### src/rtl/reg_file_scoreboard.sv
// Register file with hard-wired zero register, optional writeback bypass and a
// per-register write-pending scoreboard used by decode for hazard detection.
module reg_file_scoreboard #(
  parameter int unsigned WIDTH = 8,
  parameter int unsigned NREGS = 8,
  parameter int unsigned BYPASS = 1,
  localparam int unsigned AW = $clog2(NREGS)
) (
  input  logic             clock,
  input  logic             reset,
  input  logic [AW-1:0]    Read1,
  input  logic [AW-1:0]    Read2,
  output logic [WIDTH-1:0] Data1,
  output logic [WIDTH-1:0] Data2,
  input  logic             RegWrite,
  input  logic [AW-1:0]    EscReg,
  input  logic [WIDTH-1:0] WriteData,
  input  logic             Reserve,
  input  logic [AW-1:0]    ResReg,
  output logic             Busy1,
  output logic             Busy2,
  output logic             Hazard,
  output logic [AW:0]      PendCount,
  output logic             ResErr
);

  logic [WIDTH-1:0] rf_q [NREGS];
  logic [NREGS-1:0] pend_q, pend_d;
  logic [AW:0]      pend_count_q, pend_count_d;
  logic             res_err_q, res_err_d;

  logic wr_en, res_en, same_reg, cnt_inc, cnt_dec;

  assign wr_en    = RegWrite && (EscReg != '0);
  assign res_en   = Reserve && (ResReg != '0);
  assign same_reg = wr_en && res_en && (EscReg == ResReg);

  always_comb begin
    pend_d       = pend_q;
    cnt_inc      = 1'b0;
    cnt_dec      = 1'b0;
    res_err_d    = res_err_q;
    if (wr_en) begin
      pend_d[EscReg] = 1'b0;
    end
    // Reserve is applied after the write so it wins on a shared index.
    if (res_en) begin
      pend_d[ResReg] = 1'b1;
    end
    cnt_inc = res_en && !pend_q[ResReg];
    cnt_dec = wr_en && pend_q[EscReg] && !same_reg;
    if (res_en && pend_q[ResReg] && !same_reg) begin
      res_err_d = 1'b1;
    end
    pend_count_d = pend_count_q + (AW + 1)'(cnt_inc) - (AW + 1)'(cnt_dec);
  end

  always_ff @(posedge clock) begin
    if (reset) begin
      for (int i = 0; i < int'(NREGS); i++) begin
        rf_q[i] <= '0;
      end
      pend_q       <= '0;
      pend_count_q <= '0;
      res_err_q    <= 1'b0;
    end else begin
      if (wr_en) begin
        rf_q[EscReg] <= WriteData;
      end
      pend_q       <= pend_d;
      pend_count_q <= pend_count_d;
      res_err_q    <= res_err_d;
    end
  end

  always_comb begin
    Data1 = rf_q[Read1];
    Busy1 = pend_q[Read1];
    Data2 = rf_q[Read2];
    Busy2 = pend_q[Read2];
    if (BYPASS != 0 && wr_en && EscReg == Read1) begin
      Data1 = WriteData;
      Busy1 = 1'b0;
    end
    if (BYPASS != 0 && wr_en && EscReg == Read2) begin
      Data2 = WriteData;
      Busy2 = 1'b0;
    end
    if (Read1 == '0) begin
      Data1 = '0;
      Busy1 = 1'b0;
    end
    if (Read2 == '0) begin
      Data2 = '0;
      Busy2 = 1'b0;
    end
  end

  assign Hazard    = Busy1 | Busy2;
  assign PendCount = pend_count_q;
  assign ResErr    = res_err_q;

endmodule

### config.mk
export PLATFORM = sky130hd
export DESIGN_NAME = reg_file_scoreboard
export DESIGN_NICKNAME = d
export VERILOG_FILES = /design/src/rtl/reg_file_scoreboard.sv
export SDC_FILE = /design/constraint.sdc
export NUM_CORES = 1
export LEC_CHECK = 0
export ABC_CLOCK_PERIOD_IN_PS = 6300
export CORE_MARGIN = 5
export CORE_UTILIZATION = 45
export DETAILED_ROUTE_END_ITERATION = 7
export PLACE_DENSITY = 0.66
export SLEW_MARGIN = 30
export SYNTH_ARGS = -nofsm -noshare
export SYNTH_HDL_FRONTEND = slang
export SYNTH_SLANG_ARGS = --single-unit
### constraint.sdc
create_clock -name clock -period 6.3 [get_ports clock]
set_input_delay 0.945 -clock clock [delete_from_list [all_inputs] [get_ports clock]]
set_output_delay 0.945 -clock clock [all_outputs]
set_load 0.1 [all_outputs]
==> out/results.tsv, run 1 <==
metric	value	unit
fin_ws	1.79	ns
area_delta_synth_final	18.0	%
ir_drop	0.239	mV
drt_iter0_drc	202	
antennaDiodeCount	0	
finClkSkew	0.00429	ns
final_antenna_net_count	0	
drt_wl_total	11400	µm
root_buffer	clkbuf_8	
synth.cell_area	4520	µm²
final_core_util	54.6	%
cp_max_fo	17	
initial_core_util	46.2	%
fin_crit_sh	71.5	%
die_h	110	µm
clk_latency	0.36	ns
clockBufferDepth	2	
synthFlopType	edfxtp_1	
rsz0062_at_grt	no	
max_freq	0.222	GHz
io_pins	48	
ys_warn_count	0	
final_common_cell	edfxtp_1	
fin_crit	4.51	ns
wire_per_inst	21.4	µm
power	1.45	mW
power_density	272	nW/µm²
ys_types	41	
start_kind	input pin	
path_clk_slew	0.08	ns
drc	0	
grt_overflow	0	
die_x	110	µm
grt_max_degree	25	
vias_per_cell	5.65	
post_cts_buffers	0	
dp.final_hpwl	7730	µm
tns	0	ns
dp_cells	515	
drt-pass1-iter-count	5	
htree_num_levels	3	
holdBufCountCts	0	
async_flop_share	0	%
final_cells	531	
slew_viol_final	0	
slew_headroom	35.2	%
antenna_found_initial	0	
syn_inst	339	
tightest_slew	0.969	ns
grt_util_all_layers	20.5	%
status	finished clean	
design_area	5330	µm²
holdWs	0.491	ns
grt_pass1_wl	17800	µm
fp-row-count	36	
power.leakage	1.94	nW
worstPathArrival	3.56	ns
fp.dieArea	12200	µm²
seq_area_frac_synth	48.3	%
required	5.35	ns
final_cell_mix	edfxtp_1, and2_1, mux4_2	
dpl_cell_area	5100	µm²
port_buffers	47	
synth.ff_latch_count	77	
synth_edf_count	64	
worst_setup_path_end_kind	primary output	
grt_pass1_vias	3141	
postSynthAreaPerCell	13.3	µm²
vias	2999	
crit_type	input pin to primary output	
hold_class	flip-flop to flip-flop	
finalNetCount	422	
cts_buffers	9	
core_region_area	9770	µm²
cts_resized	0	
drive_gt1_share	24.1	%
post-place-ws	1.82	ns
cts_tree	yes	
gp_congestion	0.900	
cap_violations	0	
hold_violations	0	
setup_viol	0	
clock_sinks	77	
-- power breakdown --
| group | total, mW | internal, mW | switching, mW |
|---|---|---|---|
| logic | 0.418 | 0.131 | 0.287 |
| clock network | 0.425 | 0.225 | 0.200 |
| registers | 0.610 | 0.588 | 0.0214 |
| total | 1.45 | 0.945 | 0.508 |
-- metal layers --
metal  GRT usage, %  part of all wire [%]  vias up
li1               -                     -     1386
met1           26.1                    41     1498
met2           34.0                    51       97
met3           4.89                   5.5       18
met4           7.74                   2.1        0
met5              0                     0        -
-- area by class of cell --
class | count | area [µm²]
multi-input cells | 230 | 2190
clock inverters | 7 | 97.6
repair buffers | 60 | 520
flip-flops and latches | 77 | 2180
well taps | 133 | 166
fillers | 829 | 4440
clock buffers | 9 | 124
inverters | 15 | 56.3
-- cell usage after synthesis, types with 5 or more instances --
| master | number | area, µm² |
|---|---|---|
| a21oi_1 | 17 | 85.1 |
| and2_1 | 56 | 350 |
| buf_2 | 8 | 40.0 |
| clkbuf_1 | 7 | 26.3 |
| dfxtp_1 | 13 | 260 |
| edfxtp_1 | 64 | 1920 |
| inv_1 | 15 | 56.3 |
| mux2i_1 | 20 | 200 |
| mux4_2 | 40 | 901 |
| nand2b_1 | 5 | 31.3 |
| nor2_1 | 8 | 30.0 |
| nor3_1 | 5 | 25.0 |
| o21ai_0 | 19 | 95.1 |
| xor2_1 | 8 | 70.1 |
-- path summary, 6_finish.rpt --
path	from	to	slack, ns	depth (start not counted)
worst min-delay path	ResErr	ResErr	0.49	2
worst max-delay path	EscReg[0]	Data1[2]	1.79	6
worst max register to register	pend_q[7]	PendCount[2]	3.94	10
worst min register to register	ResErr	ResErr	0.49	2
-- critical path, cell delays in order --
cell,delay (ns)
clkdlybuf4s50_1,0.85
o31ai_2,0.17
or4_1,0.90
o21ai_0,0.30
a21oi_1,0.10
buf_4,0.29
-- state kept, by name (all words and copies together) (netlist names) --
register   cells
ResErr         1
rf_q          64
pend_q         8
PendCount      4
-- kinds of logic after synthesis --
kind of cell,count (synthesis),share of synthesized area [%]
AOI/OAI and AO/OA,52,6.86
xor gates and xnor gates,12,2.32
adders and majority gates,5,1.55
buffers and inverters,39,4.37
DFF,77,48.3
muxes,60,24.4
other,1,0.0830
and+or+nand+nor,93,12.2
Note: power is estimated with default switching activity, not from simulation.
==> run 2: changes to the inputs <==
--- a/config.mk
+++ b/config.mk
@@ -5,11 +5,11 @@
 export SDC_FILE = /design/constraint.sdc
 export NUM_CORES = 1
 export LEC_CHECK = 0
-export ABC_CLOCK_PERIOD_IN_PS = 6300
+export ABC_CLOCK_PERIOD_IN_PS = 4059
 export CORE_MARGIN = 5
 export CORE_UTILIZATION = 45
 export DETAILED_ROUTE_END_ITERATION = 7
-export PLACE_DENSITY = 0.66
+export PLACE_DENSITY = 0.68
 export SLEW_MARGIN = 30
 export SYNTH_ARGS = -nofsm -noshare
 export SYNTH_HDL_FRONTEND = slang
==> constraint.sdc (replaced) <==
create_clock -name clock -period 4.06 [get_ports clock]
set_input_delay 0.609 -clock clock [delete_from_list [all_inputs] [get_ports clock]]
set_output_delay 0.609 -clock clock [all_outputs]
set_load 0.1 [all_outputs]
==> run 2 against run 1 <==
  * Wire length grew 0.98%
  * Critical path depth shrank 1
  * Sequential power grew 55%
  * Largest cell class is now flip-flops and latches
  * Via count grew 1.7%
  * Register-to-register slack lost 2.2 ns
  * Worst hold slack lost 0.021 ns
  * Non-clock buffer count grew 7
  * Flip-flop and latch count is the same
==> out/results.tsv, run 2 (same netlist as run 1, synthesis figures left out) <==
metric	value	unit	change
cts_tree	yes		
die_h	110	µm	unchanged
holdWs	0.471	ns	-0.0207 ns
required	3.45	ns	-1.90 ns
initial_core_util	46.2	%	unchanged
ir_drop	0.283	mV	+18%
grt_pass1_wl	17500	µm	-1.8%
slew_headroom	34.9	%	-0.36 points
crit_type	input pin to primary output		
area_delta_synth_final	23.2	%	
post-place-ws	0.435	ns	-1.38 ns
grt_max_degree	20		-20%
die_x	110	µm	unchanged
vias_per_cell	5.67		+0.38%
rsz0062_at_grt	no		
vias	3050		+1.7%
antennaDiodeCount	0		unchanged
grt_util_all_layers	20.3	%	-0.22 points
root_buffer	clkbuf_8		
final_common_cell	edfxtp_1		
hold_end	ResErr		
dp.final_hpwl	7920	µm	+2.5%
hold_path_depth	2		unchanged
final_cell_mix	edfxtp_1, and2_1, mux4_2		
cp_max_fo	17		unchanged
regMostFlops	rf_q		
wire_per_inst	21.4	µm	-0.33%
port_buffers	47		unchanged
slew_viol_final	0		unchanged
drt-pass1-iter-count	5		unchanged
worst_setup_path_end_kind	primary output		
status	finished clean		
largest_register_ffs	64		unchanged
antenna_found_initial	0		unchanged
core_region_area	9770	µm²	unchanged
setup_viol	0		unchanged
grt_overflow	0		unchanged
fin_crit_sh	89.8	%	
path_clk_slew	0.09	ns	about the same
finalNetCount	429		+1.7%
rr_worst_depth	10		unchanged
hp-start	ResErr		
drive_gt1_share	24.7	%	+0.57 points
gp_congestion	0.857		-4.7%
max_freq	0.274	GHz	
finClkSkew	0.00259	ns	-0.00170 ns
drt_wl_total	11500	µm	+0.98%
power.leakage	2.03	nW	+4.7%
r2r_end	PendCount[2]		
cts_resized	0		unchanged
cts_buffers	9		unchanged
r2r_slack	1.73	ns	-2.21 ns
worstPathArrival	3.04	ns	-0.52 ns
fp.dieArea	12200	µm²	unchanged
tightest_slew	0.967	ns	-0.00178 ns
hold_class	flip-flop to flip-flop		
fin_crit	3.65	ns	
dp_cells	522		+1.4%
cap_violations	0		unchanged
power_density	404	nW/µm²	+48%
post_cts_buffers	0		unchanged
start_kind	input pin		
io_pins	48		unchanged
final_antenna_net_count	0		unchanged
fp-row-count	36		unchanged
clock_sinks	77		unchanged
n_fill_cell	808		-2.5%
reg2reg_from	pend_q[7]		
drt_iter0_drc	235		+16%
power	2.25	mW	+55%
tns	0	ns	unchanged
final_cells	538		+1.3%
clk_latency	0.36	ns	about the same
drc	0		unchanged
clockBufferDepth	2		unchanged
grt_pass1_vias	3156		+0.48%
hold_violations	0		unchanged
htree_num_levels	3		unchanged
holdBufCountCts	0		unchanged
fin_ws	0.413	ns	-1.38 ns
-- run 2: how the worst max path moves through the flow --
| stage | from | slack (ns) | depth (start not counted) | to |
|---|---|---|---|---|
| after global placement | EscReg[0] | 0.47 | 5 | Data2[0] |
| after CTS | EscReg[2] | 0.42 | 5 | Data2[0] |
| after global routing | EscReg[2] | 0.33 | 6 | Data2[1] |
| after floorplan | EscReg[2] | 0.32 | 6 | Data1[0] |
| final | EscReg[2] | 0.41 | 5 | Data2[0] |
| after detailed placement | EscReg[2] | 0.44 | 5 | Data2[0] |
-- run 2: critical path: stages --
cell,delay (ns)
clkdlybuf4s50_1,0.69
o31ai_2,0.16
or4_1,0.90
a21oi_1,0.44
buf_12,0.22
-- run 2: layout make-up --
cell class	count	area, µm²	area share (%)
Timing Repair Buffer	67	811	14.6
Sequential cell	77	2180	39.2
Multi-Input combinational cell	230	2170	38.9
Clock inverter	7	63.8	1.15
Clock buffer	9	124	2.22
Inverter	15	56.3	1.01
Tap cell	133	166	2.99
-- run 2: stage by stage --
| step | utilization, % | instance area, µm² |
|---|---|---|
| after CTS | 57.0 | 5570 |
| after detailed placement | 55.1 | 5380 |
| final | 57.0 | 5570 |
| after global placement | 55.1 | 5380 |
| after floorplan | - | 4550 |
| after global routing | 57.0 | 5570 |
-- run 2: layer usage --
metal / routed length (µm) / vias up / track usage [%] / share of wire (%)
li1: - / 1401 / - / -
met1: 4200 / 1515 / 23.5 / 37
met2: 6300 / 118 / 38.2 / 55
met3: 784 / 16 / 3.09 / 6.8
met4: 205 / 0 / 6.51 / 1.8
met5: 0 / - / 0 / 0
-- run 2: where the power goes --
part	internal (mW)	switching (mW)
Clock	0.237	0.329
Combinational	0.277	0.461
Sequential	0.913	0.0330
==> run 3: changes to the inputs <==
--- a/config.mk
+++ b/config.mk
@@ -9,7 +9,7 @@
 export CORE_MARGIN = 5
 export CORE_UTILIZATION = 45
 export DETAILED_ROUTE_END_ITERATION = 7
-export PLACE_DENSITY = 0.68
+export PLACE_DENSITY = 0.75
 export SLEW_MARGIN = 30
 export SYNTH_ARGS = -nofsm -noshare
 export SYNTH_HDL_FRONTEND = slang
==> run 3 against run 2 <==
  * Wire length shrank 1.7%
  * Clock skew up 0.0020 ns
  * Critical path depth up 1
  * Total power fell by 3.6%
  * Flip-flop and latch count did not move
  * Final area is 0.72% lower
  * Worst hold slack improved by 0.0052 ns
  * Largest cell class unchanged
==> out/results.tsv, run 3 (same netlist as run 1, synthesis figures left out) <==
metric	value	unit	change
status	finished clean		
cp_max_fo	17		unchanged
worst_setup_path_end_kind	primary output		
power_density	392	nW/µm²	-2.9%
gp_congestion	0.825		-3.8%
drt_iter0_drc	251		+6.8%
tns	0	ns	unchanged
drive_gt1_share	24.2	%	-0.50 points
cts_resized	0		unchanged
port_buffers	47		unchanged
dp.final_hpwl	8220	µm	+3.8%
die_h	110	µm	unchanged
vias_per_cell	5.65		-0.27%
hold_class	flip-flop to flip-flop		
rr_worst_depth	10		unchanged
rsz0062_at_grt	no		
core_region_area	9770	µm²	unchanged
grt_util_all_layers	20.3	%	+0.047 points
post_cts_buffers	0		unchanged
finClkSkew	0.00461	ns	+0.00202 ns
power.leakage	2.01	nW	-0.92%
slew_viol_final	0		unchanged
area_delta_synth_final	22.3	%	
final_core_util	56.6	%	-0.41 points
slew_headroom	34.2	%	-0.62 points
initial_core_util	46.2	%	unchanged
die_x	110	µm	unchanged
path_clk_slew	0.07	ns	-0.02 ns
fin_crit	3.70	ns	+0.0510 ns
hold_path_depth	2		unchanged
fin_crit_sh	91.1	%	+1.3 points
final_cell_mix	edfxtp_1, and2_1, mux4_2		
clockBufferDepth	2		unchanged
clk_latency	0.34	ns	-0.02 ns
wire_per_inst	21.2	µm	-0.93%
vias	3019		-1.0%
htree_num_levels	3		unchanged
hold_violations	0		unchanged
cap_violations	0		unchanged
largest_register_ffs	64		unchanged
ir_drop	0.289	mV	+2.3%
required	3.45	ns	about the same
holdBufCountCts	0		unchanged
root_buffer	clkbuf_8		
start_kind	input pin		
clock_sinks	77		unchanged
antenna_found_initial	0		unchanged
setup_viol	0		unchanged
worstPathArrival	3.09	ns	+0.05 ns
regMostFlops	rf_q		
drt-pass1-iter-count	4		-1
cts_tree	yes		
finalNetCount	426		-0.70%
drc	0		unchanged
grt_pass1_wl	17900	µm	+2.2%
grt_overflow	0		unchanged
final_common_cell	edfxtp_1		
final_antenna_net_count	0		unchanged
tightest_slew	0.976	ns	+0.00927 ns
io_pins	48		unchanged
fp-row-count	36		unchanged
crit_type	input pin to primary output		
max_freq	0.270	GHz	-1.4%
grt_max_degree	20		unchanged
fp.dieArea	12200	µm²	unchanged
drt_wl_total	11300	µm	-1.7%
antennaDiodeCount	0		unchanged
cts_buffers	9		unchanged
grt_pass1_vias	3204		+1.5%
-- run 3: changes by cell type in the layout (fill, tap and decap cells not counted), moves of 2 or more --
cell	previous run	this run
buf_4	20	17
clkinv_2	0	3
inv_6	3	0
clkinv_1	0	2
clkinvlp_4	2	0
inv_8	2	0
nor3_1	5	3
nor3_2	1	3
-- run 3: cell type report --
class                           instances  area [µm²]
Multi-Input combinational cell        230        2180
Fill cell                             781        4240
Tap cell                              133         166
Clock buffer                            9         124
Timing Repair Buffer                   64         788
Inverter                               15        56.3
Clock inverter                          6        31.3
Sequential cell                        77        2180
-- run 3: worst paths after layout --
kind                   from      endpoint  slack [ns]
setup / recovery  EscReg[1]      Data2[0]        0.36
hold / removal       ResErr        ResErr        0.48
setup reg to reg  pend_q[6]  PendCount[2]        1.69
hold reg to reg      ResErr        ResErr        0.48
-- run 3: worst max-delay path, cell delays in order --
cell and delay [ns]:
clkdlybuf4s50_1 0.80, o31ai_2 0.15, or4_1 0.89, o21ai_0 0.28, a21oi_1 0.12, buf_12 0.24
-- run 3: layer usage --
layer	global-route usage, %	part of all wire [%]	vias to the layer above
li1	-	-	1389
met1	25.1	36	1498
met2	35.1	54	115
met3	2.91	8.3	17
met4	9.67	1.8	0
met5	0	0	-
-- run 3: power by group --
part / internal, mW / switching [mW] / total [mW]
sequential: 0.914 / 0.0361 / 0.950
combinational: 0.275 / 0.459 / 0.734
clock: 0.212 / 0.274 / 0.486
total: 1.40 / 0.769 / 2.17
-- run 3: through the flow --
step / instances / setup slack (ns) / total power, mW / instance area, µm² / hold slack [ns]
after floorplan: 346 / 0.325 / 1.45 / 4550 / 0.460
after global placement: 519 / 0.420 / 1.69 / 5360 / 0.457
after detailed placement: 519 / 0.394 / 1.70 / 5370 / 0.468
after CTS: 534 / 0.376 / 2.18 / 5520 / 0.486
after global routing: 534 / 0.169 / 2.25 / 5530 / 0.523
final: 534 / 0.362 / 2.17 / 5530 / 0.476
